`src/rtl/wb_stage_if.sv`:
```
// Write-back stage bundle: memory-stage inputs, W-register control and
// register-file / status outputs. clock and reset stay outside as plain ports.
interface wb_stage_if;
    logic [2:0]  m_stat;
    logic [3:0]  m_icode;
    logic [3:0]  m_dstE;
    logic [3:0]  m_dstM;
    logic [63:0] m_valE;
    logic [63:0] m_valM;
    logic        W_stall;
    logic        W_bubble;

    logic [3:0]  dstE;
    logic [3:0]  dstM;
    logic [63:0] valE;
    logic [63:0] valM;
    logic [2:0]  W_stat;
    logic [3:0]  W_icode;
    logic [2:0]  Stat;
    logic        halted;
    logic [31:0] retired;

    // Pipeline side driving the stage
    modport master (
        output m_stat, m_icode, m_dstE, m_dstM, m_valE, m_valM, W_stall, W_bubble,
        input  dstE, dstM, valE, valM, W_stat, W_icode, Stat, halted, retired
    );

    // The write-back stage itself
    modport slave (
        input  m_stat, m_icode, m_dstE, m_dstM, m_valE, m_valM, W_stall, W_bubble,
        output dstE, dstM, valE, valM, W_stat, W_icode, Stat, halted, retired
    );
endinterface

```
`src/rtl/wb_stage.sv`:
```
// Write-back stage: W pipeline register, register-file write gating,
// sticky processor status with a RUN/HALT FSM, and a retired-instruction counter.
module wb_stage (
    input  logic        clock,
    input  logic        reset,
    wb_stage_if.slave   wb
);
    localparam logic [2:0] STAT_AOK  = 3'd1;
    localparam logic [3:0] ICODE_NOP = 4'h1;
    localparam logic [3:0] REG_NONE  = 4'hF;

    typedef enum logic [0:0] {ST_RUN = 1'b0, ST_HALT = 1'b1} wb_state_e;
    typedef enum logic [1:0] {SEL_HOLD = 2'd0, SEL_BUBBLE = 2'd1, SEL_LOAD = 2'd2} w_sel_e;

    wb_state_e   state_r;
    wb_state_e   state_next_s;
    w_sel_e      w_sel_s;

    logic [2:0]  w_stat_r;
    logic [3:0]  w_icode_r;
    logic [3:0]  w_dst_e_r;
    logic [3:0]  w_dst_m_r;
    logic [63:0] w_val_e_r;
    logic [63:0] w_val_m_r;
    logic        w_valid_r;

    logic [2:0]  stat_r;
    logic [31:0] retired_r;

    logic        halt_trig_s;
    logic        retire_s;
    logic        halted_s;
    logic        write_en_s;
    logic [3:0]  dst_e_s;
    logic [3:0]  dst_m_s;

    // Event detection on the instruction currently sitting in W
    always_comb begin
        halt_trig_s = 1'b0;
        retire_s    = 1'b0;
        if (state_r == ST_RUN) begin
            halt_trig_s = w_valid_r && (w_stat_r != STAT_AOK);
            retire_s    = w_valid_r && (w_stat_r == STAT_AOK) && !wb.W_stall;
        end else begin
            halt_trig_s = 1'b0;
            retire_s    = 1'b0;
        end
    end

    // W load selection: a halted machine or a stall freezes W, stall beats bubble
    always_comb begin
        w_sel_s = SEL_LOAD;
        if (state_r == ST_HALT) begin
            w_sel_s = SEL_HOLD;
        end else if (wb.W_stall) begin
            w_sel_s = SEL_HOLD;
        end else if (wb.W_bubble) begin
            w_sel_s = SEL_BUBBLE;
        end else begin
            w_sel_s = SEL_LOAD;
        end
    end

    // W pipeline register
    always_ff @(posedge clock) begin
        if (reset) begin
            w_stat_r  <= STAT_AOK;
            w_icode_r <= ICODE_NOP;
            w_dst_e_r <= REG_NONE;
            w_dst_m_r <= REG_NONE;
            w_val_e_r <= 64'd0;
            w_val_m_r <= 64'd0;
            w_valid_r <= 1'b0;
        end else begin
            case (w_sel_s)
                SEL_LOAD: begin
                    w_stat_r  <= wb.m_stat;
                    w_icode_r <= wb.m_icode;
                    w_dst_e_r <= wb.m_dstE;
                    w_dst_m_r <= wb.m_dstM;
                    w_val_e_r <= wb.m_valE;
                    w_val_m_r <= wb.m_valM;
                    w_valid_r <= 1'b1;
                end
                SEL_BUBBLE: begin
                    w_stat_r  <= STAT_AOK;
                    w_icode_r <= ICODE_NOP;
                    w_dst_e_r <= REG_NONE;
                    w_dst_m_r <= REG_NONE;
                    w_val_e_r <= 64'd0;
                    w_val_m_r <= 64'd0;
                    w_valid_r <= 1'b0;
                end
                default: begin
                    // hold: W keeps its contents
                end
            endcase
        end
    end

    // FSM state register
    always_ff @(posedge clock) begin
        if (reset) begin
            state_r <= ST_RUN;
        end else begin
            state_r <= state_next_s;
        end
    end

    // FSM next-state: a non-AOK instruction in W halts the machine for good
    always_comb begin
        state_next_s = state_r;
        case (state_r)
            ST_RUN: begin
                if (halt_trig_s) begin
                    state_next_s = ST_HALT;
                end else begin
                    state_next_s = ST_RUN;
                end
            end
            ST_HALT: state_next_s = ST_HALT;
            default: state_next_s = ST_RUN;
        endcase
    end

    // FSM outputs: halted flag and register-file write gating
    always_comb begin
        halted_s   = (state_r == ST_HALT);
        write_en_s = (state_r == ST_RUN) && (w_stat_r == STAT_AOK);
        if (write_en_s) begin
            dst_e_s = w_dst_e_r;
            dst_m_s = w_dst_m_r;
        end else begin
            dst_e_s = REG_NONE;
            dst_m_s = REG_NONE;
        end
    end

    // Sticky status: reads AOK while running, captures the faulting status on halt
    always_ff @(posedge clock) begin
        if (reset) begin
            stat_r <= STAT_AOK;
        end else if (halt_trig_s) begin
            stat_r <= w_stat_r;
        end else begin
            stat_r <= stat_r;
        end
    end

    // Retired counter: counts each AOK instruction once, as it leaves W; wraps silently
    always_ff @(posedge clock) begin
        if (reset) begin
            retired_r <= 32'd0;
        end else if (retire_s) begin
            retired_r <= retired_r + 32'd1;
        end else begin
            retired_r <= retired_r;
        end
    end

    assign wb.dstE    = dst_e_s;
    assign wb.dstM    = dst_m_s;
    assign wb.valE    = w_val_e_r;
    assign wb.valM    = w_val_m_r;
    assign wb.W_stat  = w_stat_r;
    assign wb.W_icode = w_icode_r;
    assign wb.Stat    = stat_r;
    assign wb.halted  = halted_s;
    assign wb.retired = retired_r;
endmodule

```
`src/flat_wrapper.sv`:
```
// flat-port wrapper written by rule: the top's interface ports become plain ports
module wb_stage_flat 
  (clock, reset, wb_m_stat, wb_m_icode, wb_m_dstE, wb_m_dstM, wb_m_valE, wb_m_valM, wb_W_stall, wb_W_bubble, wb_dstE, wb_dstM, wb_valE, wb_valM, wb_W_stat, wb_W_icode, wb_Stat, wb_halted, wb_retired);
  wb_stage_if wb_i ();
  input  logic clock;
  input  logic reset;
  input wire logic [$bits(wb_i.m_stat)-1:0] wb_m_stat;
  input wire logic [$bits(wb_i.m_icode)-1:0] wb_m_icode;
  input wire logic [$bits(wb_i.m_dstE)-1:0] wb_m_dstE;
  input wire logic [$bits(wb_i.m_dstM)-1:0] wb_m_dstM;
  input wire logic [$bits(wb_i.m_valE)-1:0] wb_m_valE;
  input wire logic [$bits(wb_i.m_valM)-1:0] wb_m_valM;
  input wire logic [$bits(wb_i.W_stall)-1:0] wb_W_stall;
  input wire logic [$bits(wb_i.W_bubble)-1:0] wb_W_bubble;
  output wire logic [$bits(wb_i.dstE)-1:0] wb_dstE;
  output wire logic [$bits(wb_i.dstM)-1:0] wb_dstM;
  output wire logic [$bits(wb_i.valE)-1:0] wb_valE;
  output wire logic [$bits(wb_i.valM)-1:0] wb_valM;
  output wire logic [$bits(wb_i.W_stat)-1:0] wb_W_stat;
  output wire logic [$bits(wb_i.W_icode)-1:0] wb_W_icode;
  output wire logic [$bits(wb_i.Stat)-1:0] wb_Stat;
  output wire logic [$bits(wb_i.halted)-1:0] wb_halted;
  output wire logic [$bits(wb_i.retired)-1:0] wb_retired;
  assign wb_i.m_stat = wb_m_stat;
  assign wb_i.m_icode = wb_m_icode;
  assign wb_i.m_dstE = wb_m_dstE;
  assign wb_i.m_dstM = wb_m_dstM;
  assign wb_i.m_valE = wb_m_valE;
  assign wb_i.m_valM = wb_m_valM;
  assign wb_i.W_stall = wb_W_stall;
  assign wb_i.W_bubble = wb_W_bubble;
  assign wb_dstE = wb_i.dstE;
  assign wb_dstM = wb_i.dstM;
  assign wb_valE = wb_i.valE;
  assign wb_valM = wb_i.valM;
  assign wb_W_stat = wb_i.W_stat;
  assign wb_W_icode = wb_i.W_icode;
  assign wb_Stat = wb_i.Stat;
  assign wb_halted = wb_i.halted;
  assign wb_retired = wb_i.retired;
  wb_stage u_core (.clock(clock), .reset(reset), .wb(wb_i));
endmodule
```
`config.mk`:
```
export PLATFORM = sky130hd
export DESIGN_NAME = wb_stage_flat
export DESIGN_NICKNAME = d
export VERILOG_FILES = /design/src/rtl/wb_stage_if.sv /design/src/rtl/wb_stage.sv /design/src/flat_wrapper.sv
export SDC_FILE = /design/constraint.sdc
export NUM_CORES = 1
export LEC_CHECK = 0
export CAP_MARGIN = 20
export CORE_MARGIN = 3
export CORE_UTILIZATION = 27
export DETAILED_ROUTE_END_ITERATION = 10
export MAX_ROUTING_LAYER = met4
export PLACE_DENSITY = 0.67
export RECOVER_POWER = 25
export SETUP_SLACK_MARGIN = 0.1
export SLEW_MARGIN = 10
export SYNTH_ARGS = -nofsm -noshare
export SYNTH_HDL_FRONTEND = slang
export SYNTH_SLANG_ARGS = --single-unit
export TNS_END_PERCENT = 50
```
`constraint.sdc`:
```
create_clock -name clock -period 2.91 [get_ports clock]
set_input_delay 0.291 -clock clock [delete_from_list [all_inputs] [get_ports clock]]
set_output_delay 0.291 -clock clock [all_outputs]
set_load 0.03 [all_outputs]
```
# Yosys cells after proc, flatten, opt, wreduce, memory -nomap -nowiden
# Cells that the tools add are included.
[totals]
reg_bits = 180
input_bits = 147
output_inout_bits = 179
elab_cells = 38
[op_classes]
add_sub_neg = 1
eq_ne = 4
muxes = 16
n_bitwise = 1
reduce_logical = 6
[op_table]
columns = ["operator", "count"]
rows = [
  ["$pmux W64 S2", 2],
  ["$add A32 B1 Y32 const B", 1],
  ["$pmux W4 S2", 3],
  ["$mux W4", 2],
  ["$mux W2", 3],
  ["$pmux W3 S2", 1],
  ["$logic_and A1 B1 Y1", 4],
  ["$pmux W1 S2", 2],
  ["$eq A3 B1 Y1 const B", 1],
  ["$mux W1", 3],
  ["$ne A3 B1 Y1 const B", 1],
  ["$eq A2 B1 Y1 const B", 1],
  ["$eq A2 B2 Y1 const B", 1],
  ["$reduce_bool A2 Y1", 1],
  ["$logic_not A1 Y1", 1],
  ["$not A1 Y1", 1],
]

# Longest topological paths before layout
# Gate-level depths: netlist of the first run.
[depth]
word_depth = 5
mapped_depth = 9
mapped_depth_nobuf = 6

# Least setup slack after synthesis of the first run
# OpenSTA, ideal clock, no wires.
[synth_timing]
kind = "reg2reg"
startpoint = "register u_core.state_r (netlist: u_core.wb.halted)"
endpoint = "register u_core.w_val_e_r[34] (netlist: u_core.wb.valE[34])"
setup_ps = 65
t_arrival_ps = 2374
t_required_ps = 2845
setup_slack_ps = 471
stages_incl_launch_ff = 10
path_buffers = 4
period_less_slack_ps = 2439
cell_sequence = "dfxtp_1 > clkbuf_1 > nor3b_1 > ha_1 > clkbuf_1 > nor2_1 > clkbuf_1 > clkbuf_1 > a22oi_1 > nor2_1"
[synth_via]
elab_chain_cells = 3
word_cells_on_any_way = 5
classes_between = "eq/ne (2); mux (2); reduce/logical (1)"
[synth_lines]
columns = ["element", "line_no", "text"]
rows = [
  ["start, declared", "wb_stage.sv:15", "wb_state_e state_r;"],
  ["start signal, assigned", "wb_stage.sv:106", "state_r <= state_next_s;"],
  ["$mux W2 *", "wb_stage.sv:53", "if (state_r == ST_HALT) begin"],
  ["$eq A2 B1 Y1 or $eq A2 B2 Y1 (tied branches)", "wb_stage.sv:75", "case (w_sel_s)"],
  ["$pmux W64 S2 or $reduce_bool A2 Y1 (tied branches)", "-", ""],
  ["end signal, assigned", "wb_stage.sv:81", "w_val_e_r <= wb.m_valE;"],
  ["end, declared", "wb_stage.sv:23", "logic [63:0] w_val_e_r;"],
]
# Every way passes the cells marked *; elsewhere a longest branch is shown, timed or not.
# A chain may end at the register's enable or synchronous reset.

# Final worst setup path of the first run
[layout_timing]
startpoint = "register u_core.w_stat_r[0] (netlist: u_core.wb.W_stat[0])"
endpoint = "output port wb_dstE[1]"
[layout_via]
elab_chain_cells = 3
[layout_lines]
columns = ["element", "line_no", "text"]
rows = [
  ["start, declared", "wb_stage.sv:19", "logic [2:0] w_stat_r;"],
  ["start signal, assigned", "wb_stage.sv:77", "w_stat_r <= wb.m_stat;"],
  ["$eq A3 B1 Y1", "wb_stage.sv:129", "write_en_s = (state_r == ST_RUN) && (w_stat_r == STAT_AOK);"],
  ["$logic_and A1 B1 Y1", "wb_stage.sv:129", ""],
  ["$mux W4", "wb_stage.sv:130", "if (write_en_s) begin"],
  ["end, declared", "flat_wrapper.sv:15", "output wire logic [$bits(wb_i.dstE)-1:0] wb_dstE;"],
]
# No other way between the ends.

==> results.cfg, run 1 <==
[synth]
synth_area_leaders = dfxtp_1 (56%), a22oi_1 (15%), nor2_1 (9.8%)
yosysTopAreaCellShare_pct = 55.9
synthCells = 681
avgSynthCellArea_um2 = 9.46
ys_types = 35
ys_seq_area_share_pct = 55.9
ys.warnings.count = 0
synth-edff-count = 0
netlist_area_um2 = 6440
synth_ff_type = dfxtp_1
yosysTopAreaCell = dfxtp_1
async_flop_share_pct = 0
ys_seq_elements = 180
synthesis.nets = 830

[setup_path]
cp-start-kind = flip-flop
cp_max_fo = 16
path_class = reg -> out
regToRegStartpoint = u_core.wb.halted$_SDFF_PP0_
cp.arrival_ns = 2.28
endpoint_kind = output port
required_ns = 2.62
reg2reg_slack_ns = 0.62
cp-startpoint = u_core.wb.W_stat[0]$_SDFFE_PP1P_

[global_route]
grt.total_usage_pct = 16.3
use_met3_pct = 5.03
grt_pass1_vias = 6029
grt_start_max_net_pins = 96
use_met1_pct = 20.1
antenna_found_initial = 0
use_met2_pct = 26.4
grt_pass1_wl_mm = 33.2
grt.busiest_layer = met2
grt-ovfl-total = 0

[floorplanning]
die_w_um = 160
start_util_pct = 28.0
die_area_um2 = 25800
coreArea_um2 = 23100
die_y_um = 160
core.rowCount = 55
ios = 326

[cts]
cts_num_sinks = 180
clock_latency_ns = 0.41
cts_tree = yes
h-tree-depth = 4
cts_hold_buf = 0
cts.clk_slew.worst_paths_ns = 0.07
cts_setup_buffers = 0
root_buffer = clkbuf_16
cts_buffer_depth = 2
cts.repair.resized = 1
cts_made_buffers = 17

[timing]
tns_ns = 0
worst_slew_pin_slew_ns = 0.698
rsz0062_at_grt = no
slew_headroom_pct = 53.5
setup_slack_ns = 0.334
setup-violations-final = 0
drv_slew = 0
finClkSkew_ns = 0.00859
period_minus_slack_ns = 2.58
hold_viol_final = 0
fmax_ghz = 0.388
period_share_pct = 88.5

[detailed_routing]
drc = 0
detail_route.wl_per_cell_um = 16.3
first_iter_violations = 222
drt-total-wl_mm = 21.2
via_per_inst = 4.72
dr.pass1.iters = 5
num_vias = 6156
postRouteAntennaNets = 0

[finish]
fin_nets = 1127
final_common_cell = clkdlybuf4s50_1
final_cell_mix = clkdlybuf4s50_1 (241), dfxtp_1 (180), nor2_1 (167)
drive_above_1_share_pct = 5.35
final_area_um2 = 10700
antenna_cells = 0
syn2layout_area_growth_pct = 65.4

[placed_design]
dpl_cell_area_um2 = 10000
portBuffers = 325
place.gp.congestion = 0.739
hpwl_mm = 15.0
dp_slack_ns = 0.421

[power_and_ir_drop]
pwr-share-clk_pct = 37.3
p_int_mw = 4.53
ir_drop_mv = 0.334
powerDensity_nw_per_um2 = 604
comb_power_share_pct = 20.8
p_leak_nw = 4.14
p_switching_mw = 1.91
switching_share_pct = 29.7
seqPwrFrac_pct = 41.9
power_mw = 6.43

[run_status]
outcome = finished, final reports clean

[min_path]
min_from = reset
hp-class = in -> reg

[run]
cap_violations = 0
==> critical path, cell delays in order, from the launching register on <==
cell and delay [ns]:
dfxtp_1 0.39, or3b_4 0.52, or3_1 0.34, clkdlybuf4s50_1 0.62
==> cell type report <==
| type | count | area, µm² |
|---|---|---|
| Fill cell | 2192 | 12400 |
| Sequential cell | 180 | 3600 |
| Timing Repair Buffer | 336 | 3410 |
| Multi-Input combinational cell | 441 | 2630 |
| Clock buffer | 18 | 429 |
| Tap cell | 313 | 392 |
| Clock inverter | 14 | 188 |
| Inverter | 2 | 7.51 |
==> power by group through the flow <==
stage	registers [mW]	clock network, mW	logic (mW)
global placement	2.75	0	1.37
CTS	2.70	2.49	1.38
detailed placement	2.76	0	1.37
global route	2.72	2.58	1.43
floorplan	3.04	0	0.434
finish	2.70	2.40	1.34
==> layer usage <==
metal | up-vias | share of wire, %
li1 | 3002 | -
met1 | 2936 | 43
met2 | 208 | 49
met3 | 10 | 7.5
met4 | 0 | 0.84
met5 | - | 0
==> flip-flops by register name, indices dropped and copies added (netlist names) <==
register / cells
u_core.wb.W_icode: 4
u_core.wb.W_stat: 3
u_core.wb.valE: 64
u_core.wb.valM: 64
u_core.wb.halted: 1
u_core.w_valid_r: 1
u_core.w_dst_e_r: 4
u_core.wb.Stat: 3
u_core.wb.retired: 32
u_core.w_dst_m_r: 4
==> metrics by stage <==
step / hold slack, ns / utilization [%] / std cells
6_report: 0.392 / 46.2 / 1304
5_1_grt: 0.418 / 46.2 / 1304
4_1_cts: 0.391 / 46.2 / 1304
3_5_place_dp: 0.464 / 43.5 / 1272
3_3_place_gp: 0.459 / 43.5 / 1272
2_1_floorplan: 0.430 / - / 681
==> synthesized netlist by cell type (2+ instances only) <==
| cell | count |
|---|---|
| and3_1 | 7 |
| nand4_1 | 22 |
| or3b_1 | 2 |
| nand2b_1 | 10 |
| a22oi_1 | 133 |
| dfxtp_1 | 180 |
| nand2_1 | 9 |
| and2_1 | 4 |
| xnor2_1 | 3 |
| buf_1 | 3 |
| ha_1 | 2 |
| nor2_1 | 168 |
| xor2_1 | 24 |
| o21ai_0 | 5 |
| nor4_4 | 2 |
| or3_1 | 13 |
| mux2i_1 | 2 |
| o22ai_1 | 10 |
| clkbuf_1 | 53 |
| a21oi_1 | 7 |
| nand3_1 | 8 |
==> cells by family after synthesis <==
group / Yosys count / share of synthesized area [%]
adder cells (fa/ha/maj): 2 / 0.388
AND/OR/NAND/NOR: 254 / 18.5
XOR/XNOR: 27 / 3.67
multiplexers: 2 / 0.311
buffers and inverters: 60 / 3.63
flip-flops: 180 / 55.9
AO/OA/AOI/OAI: 156 / 17.6
==> path summary, 6_finish.rpt <==
check,to,cells past startpoint
hold reg to reg,u_core.w_dst_m_r[2]$_SDFFE_PP1P_,2
setup / recovery,wb_dstE[1],3
hold / removal,u_core.wb.valM[53]$_SDFFE_PP0P_,2
setup reg to reg,u_core.wb.retired[29]$_SDFFE_PP0P_,5
No activity file was read; power rests on OpenSTA's default activity.
==> inputs of run 2 (changes only) <==
clock period = 3.1 ns   (was 2.91 ns; I/O delays follow)
==> run 2 against run 1 <==
  * Wire length decreased by 1.8%
  * Non-clock buffer count decreased by 6
  * Cell area decreased by 1.2%
  * Count of clock-buffer cells in the layout unchanged
  * Setup slack improved by 0.0055 ns
  * Clock skew increased by 0.00077 ns
  * Clock power decreased by 13%
  * Die area unchanged
  * Global-route usage decreased by 0.26 points
  * Via count decreased by 1.3%
  * Critical endpoint is now wb_dstE[0]
  * Largest cell class unchanged
==> results.cfg, run 2 (synthesis results as in run 1) <==
[floorplanning]
die_area_um2 = 25800
die_y_um = 160
ios = 326
core.rowCount = 55
coreArea_um2 = 23100
die_w_um = 160
start_util_pct = 28.0

[timing]
slew_headroom_pct = 38.2
finClkSkew_ns = 0.00936
hold_viol_final = 0
setup_slack_ns = 0.340
rsz0062_at_grt = no
drv_slew = 0
period_minus_slack_ns = 2.76
period_share_pct = 89.0
worst_slew_pin_slew_ns = 0.927
fmax_ghz = 0.362
tns_ns = 0
setup-violations-final = 0
timing.hold.ws_ns = 0.430

[finish]
fill_cells = 2184
syn2layout_area_growth_pct = 63.4
layout.cells.non_filler = 1298
final_common_cell = clkdlybuf4s50_1
final_cell_mix = clkdlybuf4s50_1 (237), dfxtp_1 (180), nor2_1 (167)
antenna_cells = 0
utilization_pct = 45.7
fin_nets = 1121
seq_area_um2 = 3600
multiInputGateArea_um2 = 2630
drive_above_1_share_pct = 4.67

[global_route]
grt-ovfl-total = 0
antenna_found_initial = 0
grt.total_usage_pct = 16.0
grt_pass1_wl_mm = 32.8
grt_start_max_net_pins = 181
grt_pass1_vias = 5920

[power_and_ir_drop]
comb_power_share_pct = 21.0
switching_share_pct = 30.4
p_int_mw = 4.06
ir_drop_mv = 0.321
powerDensity_nw_per_um2 = 554
seqPwrFrac_pct = 43.4
pwr-share-clk_pct = 35.6
p_switching_mw = 1.77
p_leak_nw = 4.08

[setup_path]
cp.arrival_ns = 2.45
path_class = reg -> out
endpoint_kind = output port
required_ns = 2.79
cp-start-kind = flip-flop
cp_max_fo = 16

[detailed_routing]
dr.pass1.iters = 4
via_per_inst = 4.68
detail_route.wl_per_cell_um = 16.0
num_vias = 6078
postRouteAntennaNets = 0
first_iter_violations = 283
drt-total-wl_mm = 20.8
drc = 0

[cts]
cts.clk_slew.worst_paths_ns = 0.07
cts.repair.resized = 0
cts_made_buffers = 17
clock_latency_ns = 0.42
cts_buffer_depth = 2
cts_setup_buffers = 0
h-tree-depth = 4
root_buffer = clkbuf_16
cts_tree = yes
cts_hold_buf = 0
cts_num_sinks = 180

[placed_design]
dp_slack_ns = 0.560
hpwl_mm = 14.3
post-place-cells = 1266
place.gp.congestion = 0.770
portBuffers = 325

[min_path]
hp-class = in -> reg

[run_status]
outcome = finished, final reports clean

[run]
cap_violations = 0
==> run 2: cell count changes in the layout (fill, tap and decap cells not counted), sizes merged <==
| cell | change |
|---|---|
| dlygate4sd3 | +4 |
| clkdlybuf4s50 | -4 |
| buf | -6 |
| inv | -1 |
| clkinv | +3 |
| bufinv | -2 |
==> run 2: worst max-delay path, cell delays in order, from the launching register on <==
cell             delay (ns)
dfxtp_1                0.37
or3b_1                 0.64
or3_1                  0.42
clkdlybuf4s50_1        0.60
==> run 2: layer usage <==
metal	GRT usage (%)	wire length, µm	vias to the layer above
met4	3.47	215	0
met3	5.06	1480	12
met2	25.3	9960	216
li1	-	-	2990
met1	20.3	9160	2860
met5	-	0	-
==> run 2: worst paths after layout <==
| check | endpoint | cells after the start | start | slack (ns) |
|---|---|---|---|---|
| min | u_core.wb.valM[48]$_SDFFE_PP0P_ | 3 | reset | 0.43 |
| max | wb_dstE[0] | 3 | u_core.wb.W_stat[0]$_SDFFE_PP1P_ | 0.34 |
| min reg2reg | u_core.w_dst_m_r[3]$_SDFFE_PP1P_ | 2 | u_core.w_dst_m_r[3]$_SDFFE_PP1P_ | 0.48 |
| max reg2reg | u_core.wb.retired[29]$_SDFFE_PP0P_ | 5 | u_core.wb.W_stat[0]$_SDFFE_PP1P_ | 0.70 |
==> run 2: final cells by class <==
cell class	count	share of cell area [%]
Tap cell	313	3.72
Sequential cell	180	34.2
Timing Repair Buffer	330	31.6
Inverter	2	0.0713
Clock inverter	14	1.36
Clock buffer	18	4.08
Multi-Input combinational cell	441	24.9
==> run 2: metrics by stage <==
step / power [mW] / area (µm²)
2_1_floorplan: 3.26 / 6440
3_3_place_gp: 3.84 / 9950
3_5_place_dp: 3.85 / 9950
4_1_cts: 5.96 / 10500
5_1_grt: 6.14 / 10500
6_report: 5.83 / 10500
==> run 2: power by group through the flow <==
stage          logic, mW  clock network [mW]  registers, mW
2_1_floorplan      0.408                   0           2.85
3_3_place_gp        1.26                   0           2.58
3_5_place_dp        1.26                   0           2.59
4_1_cts             1.27                2.16           2.54
5_1_grt             1.31                2.28           2.55
6_report            1.22                2.08           2.53
